**config.mk**
```make
export PLATFORM = sky130hd
export DESIGN_NAME = vr_fifo_wm_flat
export DESIGN_NICKNAME = d
export VERILOG_FILES = /design/src/rtl/vr_fifo_wm_if.sv /design/src/rtl/vr_fifo_wm.sv /design/src/flat_wrapper.sv
export SDC_FILE = /design/constraint.sdc
export NUM_CORES = 1
export LEC_CHECK = 0
export ABC_AREA = 1
export BUFFER_PORTS_ARGS = -buffer_cell sky130_fd_sc_hd__buf_2
export CAP_MARGIN = 20
export CORE_ASPECT_RATIO = 1.4
export CORE_UTILIZATION = 60
export DETAILED_ROUTE_END_ITERATION = 6
export PLACE_DENSITY = 0.79
export SLEW_MARGIN = 10
export SYNTH_ARGS = -nofsm -noshare
export SYNTH_HDL_FRONTEND = slang
export SYNTH_SLANG_ARGS = --single-unit
export TNS_END_PERCENT = 30
```
**constraint.sdc**
```tcl
create_clock -name clk_i -period 11.9 [get_ports clk_i]
set_input_delay 1.19 -clock clk_i [delete_from_list [all_inputs] [get_ports clk_i]]
set_output_delay 1.19 -clock clk_i [all_outputs]
set_load 0.03 [all_outputs]
```
**src/rtl/vr_fifo_wm_if.sv**
```systemverilog
// Valid/ready write and read channels of the watermark FIFO.
// The master side is the producer/consumer; the slave side is the FIFO itself.
interface vr_fifo_wm_if #(
  parameter int D_WIDTH = 64
);
  logic               wr_vld;
  logic               wr_rdy;
  logic [D_WIDTH-1:0] wr_data;
  logic               rd_vld;
  logic               rd_rdy;
  logic [D_WIDTH-1:0] rd_data;

  modport master (
    output wr_vld,
    output wr_data,
    output rd_rdy,
    input  wr_rdy,
    input  rd_vld,
    input  rd_data
  );

  modport slave (
    input  wr_vld,
    input  wr_data,
    input  rd_rdy,
    output wr_rdy,
    output rd_vld,
    output rd_data
  );
endinterface

```
**src/rtl/vr_fifo_wm.sv**
```systemverilog
// Single-clock valid/ready FIFO with almost-full/almost-empty watermarks.
// It can back-pressure the writer, or it can drop words and count overflows.
module vr_fifo_wm #(
  parameter int D_WIDTH   = 64,
  parameter int D_DEPTH   = 8,
  parameter int AF_LEVEL  = D_DEPTH - 1,
  parameter int AE_LEVEL  = 1,
  parameter int DROP_MODE = 0,
  parameter int DC_WIDTH  = 8,
  localparam int CW = ($clog2(D_DEPTH + 1) > 1) ? $clog2(D_DEPTH + 1) : 1,
  localparam int PW = (D_DEPTH > 1) ? $clog2(D_DEPTH) : 1
) (
  input  logic                clk_i,
  input  logic                rst_i,
  input  logic                flush_i,
  vr_fifo_wm_if.slave         bus_if,
  output logic [CW-1:0]       cnt_o,
  output logic                almost_full_o,
  output logic                almost_empty_o,
  output logic                ovf_o,
  output logic [DC_WIDTH-1:0] drop_cnt_o
);

  localparam bit DROP_EN = (DROP_MODE != 0);

  logic [D_WIDTH-1:0]  mem_q [D_DEPTH];
  logic [PW-1:0]       wr_ptr_q, wr_ptr_d;
  logic [PW-1:0]       rd_ptr_q, rd_ptr_d;
  logic [CW-1:0]       cnt_q, cnt_d;
  logic                ovf_q, ovf_d;
  logic [DC_WIDTH-1:0] drop_cnt_q, drop_cnt_d;

  logic full_s;
  logic rd_vld_s;
  logic wr_rdy_s;
  logic rd_fire_s;
  logic wr_fire_s;
  logic drop_s;
  logic store_s;

  function automatic logic [PW-1:0] ptr_inc(input logic [PW-1:0] p);
    if (p == PW'(D_DEPTH - 1)) begin
      return {PW{1'b0}};
    end else begin
      return p + PW'(1'b1);
    end
  endfunction

  // Handshake decode: a drop is an accepted write that finds no free slot.
  always_comb begin
    full_s    = (cnt_q == CW'(D_DEPTH));
    rd_vld_s  = (cnt_q != {CW{1'b0}}) && !flush_i;
    rd_fire_s = rd_vld_s && bus_if.rd_rdy;
    if (DROP_EN) begin
      wr_rdy_s = !flush_i;
    end else begin
      wr_rdy_s = (!full_s || rd_fire_s) && !flush_i;
    end
    wr_fire_s = bus_if.wr_vld && wr_rdy_s;
    drop_s    = DROP_EN && wr_fire_s && full_s && !rd_fire_s;
    store_s   = wr_fire_s && !drop_s;
  end

  // Next-state computation for pointers, occupancy and overflow status.
  always_comb begin
    wr_ptr_d = store_s   ? ptr_inc(wr_ptr_q) : wr_ptr_q;
    rd_ptr_d = rd_fire_s ? ptr_inc(rd_ptr_q) : rd_ptr_q;
    case ({store_s, rd_fire_s})
      2'b10:   cnt_d = cnt_q + CW'(1'b1);
      2'b01:   cnt_d = cnt_q - CW'(1'b1);
      default: cnt_d = cnt_q;
    endcase
    ovf_d = ovf_q || drop_s;
    if (drop_s && (drop_cnt_q != {DC_WIDTH{1'b1}})) begin
      drop_cnt_d = drop_cnt_q + DC_WIDTH'(1'b1);
    end else begin
      drop_cnt_d = drop_cnt_q;
    end
  end

  // Control state; reset and flush clear identically, reset simply wins.
  always_ff @(posedge clk_i) begin
    if (rst_i || flush_i) begin
      wr_ptr_q   <= {PW{1'b0}};
      rd_ptr_q   <= {PW{1'b0}};
      cnt_q      <= {CW{1'b0}};
      ovf_q      <= 1'b0;
      drop_cnt_q <= {DC_WIDTH{1'b0}};
    end else begin
      wr_ptr_q   <= wr_ptr_d;
      rd_ptr_q   <= rd_ptr_d;
      cnt_q      <= cnt_d;
      ovf_q      <= ovf_d;
      drop_cnt_q <= drop_cnt_d;
    end
  end

  // Storage array is intentionally not reset; the pointers define validity.
  always_ff @(posedge clk_i) begin
    if (store_s) begin
      mem_q[wr_ptr_q] <= bus_if.wr_data;
    end
  end

  assign bus_if.wr_rdy  = wr_rdy_s;
  assign bus_if.rd_vld  = rd_vld_s;
  assign bus_if.rd_data = mem_q[rd_ptr_q];
  assign cnt_o          = cnt_q;
  assign almost_full_o  = (cnt_q >= CW'(AF_LEVEL));
  assign almost_empty_o = (cnt_q <= CW'(AE_LEVEL));
  assign ovf_o          = ovf_q;
  assign drop_cnt_o     = drop_cnt_q;

endmodule

```
**src/flat_wrapper.sv**
```systemverilog
// flat-port wrapper written by rule: the top's interface ports become plain ports
module vr_fifo_wm_flat 
#(
  parameter int D_WIDTH   = 64,
  parameter int D_DEPTH   = 8,
  parameter int AF_LEVEL  = D_DEPTH - 1,
  parameter int AE_LEVEL  = 1,
  parameter int DROP_MODE = 0,
  parameter int DC_WIDTH  = 8,
  localparam int CW = ($clog2(D_DEPTH + 1) > 1) ? $clog2(D_DEPTH + 1) : 1,
  localparam int PW = (D_DEPTH > 1) ? $clog2(D_DEPTH) : 1
)
  (clk_i, rst_i, flush_i, cnt_o, almost_full_o, almost_empty_o, ovf_o, drop_cnt_o, bus_if_wr_vld, bus_if_wr_data, bus_if_rd_rdy, bus_if_wr_rdy, bus_if_rd_vld, bus_if_rd_data);
  vr_fifo_wm_if #(.D_WIDTH(D_WIDTH)) bus_if_i ();
  input  logic clk_i;
  input  logic rst_i;
  input  logic flush_i;
  output logic [CW-1:0] cnt_o;
  output logic almost_full_o;
  output logic almost_empty_o;
  output logic ovf_o;
  output logic [DC_WIDTH-1:0] drop_cnt_o;
  input wire logic [$bits(bus_if_i.wr_vld)-1:0] bus_if_wr_vld;
  input wire logic [$bits(bus_if_i.wr_data)-1:0] bus_if_wr_data;
  input wire logic [$bits(bus_if_i.rd_rdy)-1:0] bus_if_rd_rdy;
  output wire logic [$bits(bus_if_i.wr_rdy)-1:0] bus_if_wr_rdy;
  output wire logic [$bits(bus_if_i.rd_vld)-1:0] bus_if_rd_vld;
  output wire logic [$bits(bus_if_i.rd_data)-1:0] bus_if_rd_data;
  assign bus_if_i.wr_vld = bus_if_wr_vld;
  assign bus_if_i.wr_data = bus_if_wr_data;
  assign bus_if_i.rd_rdy = bus_if_rd_rdy;
  assign bus_if_wr_rdy = bus_if_i.wr_rdy;
  assign bus_if_rd_vld = bus_if_i.rd_vld;
  assign bus_if_rd_data = bus_if_i.rd_data;
  vr_fifo_wm #(.D_WIDTH(D_WIDTH), .D_DEPTH(D_DEPTH), .AF_LEVEL(AF_LEVEL), .AE_LEVEL(AE_LEVEL), .DROP_MODE(DROP_MODE), .DC_WIDTH(DC_WIDTH)) u_core (.clk_i(clk_i), .rst_i(rst_i), .flush_i(flush_i), .bus_if(bus_if_i), .cnt_o(cnt_o), .almost_full_o(almost_full_o), .almost_empty_o(almost_empty_o), .ovf_o(ovf_o), .drop_cnt_o(drop_cnt_o));
endmodule
```
==> metrics <==
status=finished clean; cell row count=80; Hold Slack=approximately 0.57 ns; CP Launch Type=register; clk buf depth=3; GP Congestion=0.7621; Crit path arrival time=approximately 4.1 ns; Die Area=35,360 um2; Design Area, Final=23,240 um2; setup slack, reg-to-reg=8.88 ns; vias per inst=5.661; Data required, critical path=10.71 ns; Synth-to-Final Area Change=11.94%; Avg Cell Area, Syn=12.26 um2; peak supply drop=0.0001293 V; drt pass-1 iters=5; Clk Latency, worst-skew pair=between 0.5 and 0.6 ns; DP HPWL=20.78 mm; largest net degree at the start of global routing=146; Placed Area=roughly 22,000 um2; Worst-Margin Slew=1.121 ns; DR iter-0 viols=1,211; CTS root buf=clkbuf_16; crit share post-route=44.34%; depth of the CTS H-tree=2; Worst setup EP type=output pin; Die Wd=159.2 um; Setup CP Type=register to output pin; YS warnings=0; Final Hold Viols=0; reg2reg start=u_core.cnt_o[0]; ys flop type=edfxtp_1; DP Worst Slack=7.271 ns; largest area contributor in the netlist=edfxtp_1; register area share after synthesis=75.30%; CTS Hold Bufs=0; most numerous cell in the Yosys netlist=edfxtp_1; Total GRT Usage=24.06%; crit-path max FO=about 110; first-pass GRT wire length=between 60 and 70 mm; final antenna-violating net count=0; post-route setup TNS=0 ns; Cell Count, Final, Fillers Out=2,292; top cells by area, synth=edfxtp_1, nor2_1, o21ai_0, nand2_1, o21ai_1; routed len/inst=18.48 um; DRC viols=0; Synth Register Bits=525; Synth Cell Area=20,760 um2; final wirelength=42.36 mm; Max Clock Skew=between 0.01 and 0.015 ns; number of buffers created by CTS=46; Hold Startpoint=u_core.rd_ptr_q[0]; placed cells=2,201; Finish-stage setup viols=0; Net count, final=1,878; reg2reg path depth=8; Post-CTS Resized=0; maxcap violations=0; power per cell area=157.7 nW/um2; Hold Crit Class=register to register; Max Fclk=~0.19 GHz; EDFF count, synth=512; Post-CTS Setup Bufs=0; Final Core Density=68.29%; Port Buffers=140; Hold Path Depth=4; post-layout min period=5.276 ns; slew margin rel.=25.27%; Die H=around 220 um; R2R Path End=u_core.mem_q[6][18]; Overall Power=3.665 mW; via count=12.98k; clk slew on worst S/H paths=0.06 ns; final count of pins violating max slew=0; initial antenna violation count=7; Post-synth top cells=edfxtp_1, nor2_1, o21ai_0, nand2_1, o21ai_1; leakage power total=roughly 8.3 nW; synth unique cells=22; initial core utilization=approximately three fifths; vias in the first global route=approximately 13k; I/O pins=150; FFs w/ async S/R, synth=0%; CTS tree=built; Sink Count=525; Synth Instances=1,694; Synth top area share=about three quarters; Core ar.=34,030 um2; RSZ-0062 raised after global routing=no; fraction of layout cells with a size suffix above 1=13.13%; GRT overflow=0; setup ws final=6.624 ns
[how the worst max path moves through the flow]
stage | from | to | slack (ns) | depth (start not counted)
2_1_floorplan | bus_if_rd_rdy | u_core.mem_q[6][0] | 5.37 | 5
5_1_grt | register | bus_if_rd_data[31] | 6.29 | 9
4_1_cts | register | bus_if_rd_data[31] | 6.67 | 9
3_3_place_gp | register | bus_if_rd_data[32] | 7.31 | 9
6_report | register | bus_if_rd_data[31] | 6.62 | 9
3_5_place_dp | register | bus_if_rd_data[32] | 7.27 | 9
[layout by cell type, fill, tap and decap left out, types with 6 or more instances in the layout]
master,count
edfxtp_1,512
nor2_1,400
o21ai_0,259
nand2_1,219
buf_2,140
o21ai_1,131
clkbuf_16,47
inv_1,20
buf_4,15
dfxtp_1,10
conb_1,9
clkinv_2,9
clkbuf_1,9
nor3_2,8
ha_1,8
a21oi_1,6
clkbuf_8,6
[flip-flops by register name, indices dropped and copies added (netlist names), named ones only]
signal           flops
u_core.mem_q       512
u_core.cnt_o         4
u_core.wr_ptr_q      3
u_core.rd_ptr_q      3
[report_power, final]
group / internal, mW / total (mW) / switching, mW
Sequential: 2.05 / 2.05 / 0.00587
Combinational: 0.0427 / 0.164 / 0.122
Clock: 0.827 / 1.45 / 0.622
Total: 2.92 / 3.67 / 0.750
[area by class of cell]
class	instances	area, um2
Sequential cell	525	15640
Fill cell	2333	10790
Multi-Input combinational cell	1048	4567
Clock buffer	62	1292
Timing Repair Buffer	158	888.4
Tap cell	451	564.3
Clock inverter	21	185.2
Inverter	22	87.58
Antenna cell	5	12.51
[per-layer routing]
layer | routed length [um] | track usage, % | vias up
li1 | - | - | 6153
met1 | 17200 | 32.21 | 6286
met2 | 21460 | 40.53 | 462
met3 | 2743 | 3.741 | 71
met4 | 940 | 8.096 | 4
met5 | 22 | 0 | -
[logic make-up after synthesis]
kind of cell	count (synthesis)	synth area share [%]
XOR/XNOR	1	0.04219
other	1	0.01806
adder cells (fa/ha/maj)	8	0.4821
AO/OA/AOI/OAI	396	9.546
AND/OR/NAND/NOR	634	11.57
buffers and inverters	129	3.037
flip-flops	525	75.30
[critical path, stage by stage (launching register included)]
cell	delay (ns)
dfxtp_4	0.73
buf_4	0.76
buf_4	0.94
nor2_1	0.14
nor2_1	0.13
o21ai_0	0.12
o21ai_1	0.16
nand2_1	0.08
nand2_1	0.16
buf_2	0.22
(Power assumes the default switching activity.)
